[config.mk]
export PLATFORM = sky130hd
export DESIGN_NAME = rca_operand_fifo
export DESIGN_NICKNAME = d
export VERILOG_FILES = /design/src/rtl/rca_operand_fifo.sv
export SDC_FILE = /design/constraint.sdc
export NUM_CORES = 1
export LEC_CHECK = 0
export CAP_MARGIN = 20
export CORE_MARGIN = 2
export CORE_UTILIZATION = 58
export DETAILED_ROUTE_END_ITERATION = 10
export PLACE_DENSITY_LB_ADDON = 0.12
export SLEW_MARGIN = 20
export SYNTH_ARGS = -nofsm -noshare
export SYNTH_HDL_FRONTEND = slang
export SYNTH_SLANG_ARGS = --single-unit
export TNS_END_PERCENT = 20
[constraint.sdc]
create_clock -name clk -period 5.5 [get_ports clk]
set_input_delay 0.55 -clock clk [delete_from_list [all_inputs] [get_ports clk]]
set_output_delay 0.55 -clock clk [all_outputs]
set_load 0.02 [all_outputs]
[src/rtl/rca_operand_fifo.sv]
// Operand-pair FWFT queue feeding the 16-bit ripple-carry adder.
// Ports: clk/rst, in_valid/in_ready/in_a/in_b, out_valid/out_ready/out_a/out_b, count, overflow.
module rca_operand_fifo #(
  parameter int WIDTH = 16,
  parameter int DEPTH = 8,
  parameter int CW    = 4
) (
  input  logic             clk,
  input  logic             rst,
  input  logic             in_valid,
  output logic             in_ready,
  input  logic [WIDTH-1:0] in_a,
  input  logic [WIDTH-1:0] in_b,
  output logic             out_valid,
  input  logic             out_ready,
  output logic [WIDTH-1:0] out_a,
  output logic [WIDTH-1:0] out_b,
  output logic [CW-1:0]    count,
  output logic             overflow
);

  localparam int AW = (DEPTH > 1) ? $clog2(DEPTH) : 1;
  localparam logic [AW-1:0] PONE = AW'(1);
  localparam logic [CW-1:0] CONE = CW'(1);
  localparam logic [CW-1:0] CFULL = CW'(DEPTH);

  logic [2*WIDTH-1:0] r_mem [DEPTH];
  logic [AW-1:0]      r_wptr;
  logic [AW-1:0]      r_rptr;
  logic [CW-1:0]      r_count;
  logic               r_overflow;

  logic               w_push;
  logic               w_pop;
  logic [2*WIDTH-1:0] w_head;

  assign in_ready  = (r_count != CFULL);
  assign out_valid = (r_count != '0);
  assign w_push    = in_valid & in_ready;
  assign w_pop     = out_valid & out_ready;
  assign w_head    = r_mem[r_rptr];

  // Empty queue drives zeros so the adder sees a clean 0 + 0.
  assign out_a    = out_valid ? w_head[2*WIDTH-1:WIDTH] : '0;
  assign out_b    = out_valid ? w_head[WIDTH-1:0]       : '0;
  assign count    = r_count;
  assign overflow = r_overflow;

  // Storage is never cleared; pointers alone define validity.
  always_ff @(posedge clk) begin
    if (w_push && !rst) begin
      r_mem[r_wptr] <= {in_a, in_b};
    end
  end

  always_ff @(posedge clk) begin
    if (rst) begin
      r_wptr     <= '0;
      r_rptr     <= '0;
      r_count    <= '0;
      r_overflow <= 1'b0;
    end else begin
      if (w_push) begin
        r_wptr <= r_wptr + PONE;
      end
      if (w_pop) begin
        r_rptr <= r_rptr + PONE;
      end
      unique case ({w_push, w_pop})
        2'b10:   r_count <= r_count + CONE;
        2'b01:   r_count <= r_count - CONE;
        default: r_count <= r_count;
      endcase
      // Sticky: only reset clears it.
      if (in_valid && !in_ready) begin
        r_overflow <= 1'b1;
      end
    end
  end

endmodule
; After elaboration in Yosys (flattened, before gate mapping)
; Memory sizes are Yosys's and may differ from the RTL's. A register that Yosys moved wholly into a read port is not among the register bits.
; Cells that the tools add are included.
[totals]
ram_bits = 256
reg_bits = 11
output_inout_bits = 39
n_memories = 1
wordCells = 27
[op_classes]
n_reduce_logical = 6
eq_ne = 3
n_addsub = 4
n_bitwise = 2
mux = 7
[memory_table]
columns = name, words, width, read_ports, rd_clocked_by_memory_dff, wr, line
row1 = r_mem, 8, 32, 1, 1, 1, 27  ; logic [2*WIDTH-1:0] r_mem [DEPTH];
[ops]
columns = op, count
row1 = 2-to-1 mux 16 bit, 2
row2 = one-hot mux 4 bit (2 select lines), 1
row3 = "adder 3 x 1 -> 3 bit, second input constant", 2
row4 = 2-to-1 mux 3 bit, 2
row5 = "adder 4 x 1 -> 4 bit, second input constant", 1
row6 = "inequality test 4 bit, second input constant", 1
row7 = nonzero test 4 bit, 1
row8 = "subtractor 4 x 1 -> 4 bit, second input constant", 1
row9 = bitwise AND 1 bit, 2
row10 = "== test 2 x 1 -> 1 bit, second input constant", 1
row11 = "== test 2 bit, second input constant", 1
row12 = logical AND 1 bit, 2
row13 = logical NOT 1 bit, 2
row14 = 2-to-1 mux 1 bit, 2
row15 = nonzero test 2 bit, 1

; Longest topological paths before layout
[logic_depth]
depth_word = 5
depth_mapped = 11
ltp_nobuf = 10

; Least setup slack after synthesis
; Ideal clock, no wire load.
[synth_path]
path_type = reg2reg
startpoint = register r_count[1], in the netlist count[1]
endpoint = memory r_mem[0][0] (netlist name) (enable)
path_slack_ns = 0.619
setup_time_ns = 0.513
t_arrival_ns = 4.368
stages_incl_launch_ff = 5
path_buffers = 1
required_ns = 4.987
cell_sequence = dfxtp_1 > or4b_1 > buf_6 > nand2_8 > nor4b_1
[synth_between]
elab_chain_len = 5
[synth_lines]
columns = element, line
row1 = "start, declared", 30  ; logic [CW-1:0] r_count;
row2 = "start signal, assigned", 70  ; 2'b10: r_count <= r_count + CONE;
row3 = "start signal, assigned", 71  ; 2'b01: r_count <= r_count - CONE;
row4 = "start signal, assigned", 72  ; default: r_count <= r_count;
row5 = inequality test 4 bit, 37  ; assign in_ready = (r_count != CFULL);
row6 = named net in_ready, 11  ; output logic in_ready,
row7 = bitwise AND 1 bit, 39  ; assign w_push = in_valid & in_ready;
row8 = logical AND 1 bit, 51  ; if (w_push && !rst) begin
row9 = 2-to-1 mux 1 bit, 51
row10 = 2-to-1 mux 1 bit (implied by the code), 52  ; r_mem[r_wptr] <= {in_a, in_b};
row11 = "end, declared", 27
; The timed path passes the listed nets, and every way through them passes these cells.

==> impl_metrics.ini <==
[status]
outcome = completed

[route]
ant_nets = 0
firstDrtPassIters = 4
viasPerCell = 5.918
vias = 4918
route.detailed.drc = 0
drtIter0Drc = 234
post_drt_wl_per_cell_um = 23.36
wirelength_mm = 19.41

[yosys]
netlist_area_um2 = 10480
synth-main-ff-cell = edfxtp_1
synth.avg_cell_area_um2 = 21.51
yosysTopAreaCell = edfxtp_1
yosys_register_bits = 270
async_flop_share_pct = 0
ys_seq_area_share_pct = 76.04
yosys.area.top_type_share_pct = 73.37
synth.distinct_cells = 36
synth-edff-count = 256
syn_nets = 528
ys_top_cells_by_count = edfxtp_1 (256), mux4_2 (64), nor2_1 (49)
yosysWarnings = 0
yosysMostFrequentCell = edfxtp_1
netlist_instances = 487
synth_area_leaders = edfxtp_1 (73%), mux4_2 (14%), mux2i_1 (3.2%), dfxtp_1 (2.7%), nor2_1 (1.8%)

[die]
die_w_um = 138.4
initial_core_util_pct = 58.73
pin_count = 75
core_area_um2 = 17840
rows = 49
die_h_um = 138.4
die_area_um2 = 19160

[clocking]
cts_root_buf = clkbuf_16
cts_hold_buffers = 0
cts_setup_buffers = 0
cts_buffers = 27
cts_resized = 0
clock_sinks = 270
cts_buffer_depth = 3
htreeDepth = 1
insertion_delay_ps = 520
clkSlewWorstSetupHoldPaths_ps = 60
cts_tree = built

[place]
io_buffers = 74
dpl.hpwl_mm = 10.90
dpl-instance-area_um2 = 11520
gp_congestion = 0.6851
dp.cells = 780

[worst_setup_path]
end_kind = output port
required_ps = 4950
path_class = reg -> out
startpoint_type = flop
worst-path-max-fanout = 37
cp.arrival_ps = 3220

[global_route]
antenna_found_initial = 1
grt_use_total_pct = 20.70
grt_overflow = 0
grt_max_degree = 53
grt_pass1_wl_mm = 30.13
grt_pass1_vias = 5280

[sta]
fmax_ghz = 0.2650
fin_skew_ps = 5.972
setup_tns_ps = 0
worstMarginPinSlew_ps = 800.4
drv_slew = 0
slew_headroom_pct = 46.51
min_period_over_period_pct = 68.60
finalCriticalPeriod_ps = 3773
finalHoldViolations = 0
rsz0062_at_grt = false
setup_viol = 0

[pwr]
leakagePower_nw = 3.839
p_per_area_nw_per_um2 = 460.3
peakVddDrop_mv = 0.3265

[layout]
nNetsFinal = 622
stdcell_count = 831
multi_input_area_um2 = 2390
post-route-cell-area_um2 = 12340
synthToLayoutAreaGrowth_pct = 17.78
n_fill_cell = 1114
drive_gt1_share_pct = 22.63
regArea_um2 = 7974

[hold_path]
hold_path_class = reg -> reg

[job]
maxCapViolations = 0
[logic make-up after synthesis]
group                    Yosys count  synth area share, %
XOR/XNOR                           7               0.7285
adder cells (fa/ha/maj)            5               0.5971
flip-flops                       270                76.04
buffers and inverters             28                1.624
multiplexers                     100                17.22
AO/OA/AOI/OAI                      6               0.3941
AND/OR/NAND/NOR                   71                3.392
[per-stage QoR]
stage | total power, mW | util [%] | setup WS (ps) | hold WS, ps
2_1_floorplan | 3.504 | - | 618.7 | 484.7
3_3_place_gp | 4.045 | 64.56 | 2046 | 462.3
3_5_place_dp | 4.069 | 64.56 | 2094 | 469.8
4_1_cts | 5.723 | 69.00 | 1540 | 488.4
5_1_grt | 5.933 | 69.17 | 1560 | 518.5
6_report | 5.681 | 69.17 | 1727 | 483.9
[final timing paths]
check | from | endpoint | slack, ps | cells after the start
setup / recovery | flop | out_a[15] | 1730 | 5
hold / removal | overflow | overflow | 480 | 2
setup reg to reg | count[1] | count[2] | 2710 | 9
hold reg to reg | overflow | overflow | 480 | 2
[flip-flops by register name (all words and copies together) (netlist names), named ones only]
signal,count
count,4
r_mem,256
overflow,1
r_rptr,3
r_wptr,3
[worst max-delay path: stages (launching register included)]
cell and delay (ps):
dfxtp_2 830, buf_4 580, mux4_2 300, mux2i_1 70, nor2_1 230, clkdlybuf4s50_1 660
[final cells by class]
cell class	count	area share, %
antenna	1	0.02028
clock buffer	37	5.779
clock inverter	12	0.6388
inverter	2	0.06083
multi-input combinational	189	19.37
sequential	270	64.62
tap	229	2.322
timing repair buffer	91	7.199
[per-layer routing]
metal  GRT usage (%)  share of wire [%]
met5               0                  0
met3           3.187                4.7
met1           28.42                 42
met4           5.585                2.2
met2           35.44                 51
[placed cells by master (no fill, tap or decap), drive strengths merged, types with 5 or more instances in the layout]
cell             n
ha               5
edfxtp         256
dfxtp           14
clkbuf          37
clkdlybuf4s50   74
xor2             6
mux4            64
nand2            5
nor2            49
buf             17
mux2i           34
clkinv          11
[power breakdown]
group	total [mW]	switching [mW]	internal, mW
Combinational	1.57	0.779	0.788
Sequential	2.46	0.111	2.35
Clock	1.66	0.708	0.949
Total	5.68	1.60	4.08
No activity file was read; power rests on OpenSTA's default activity.
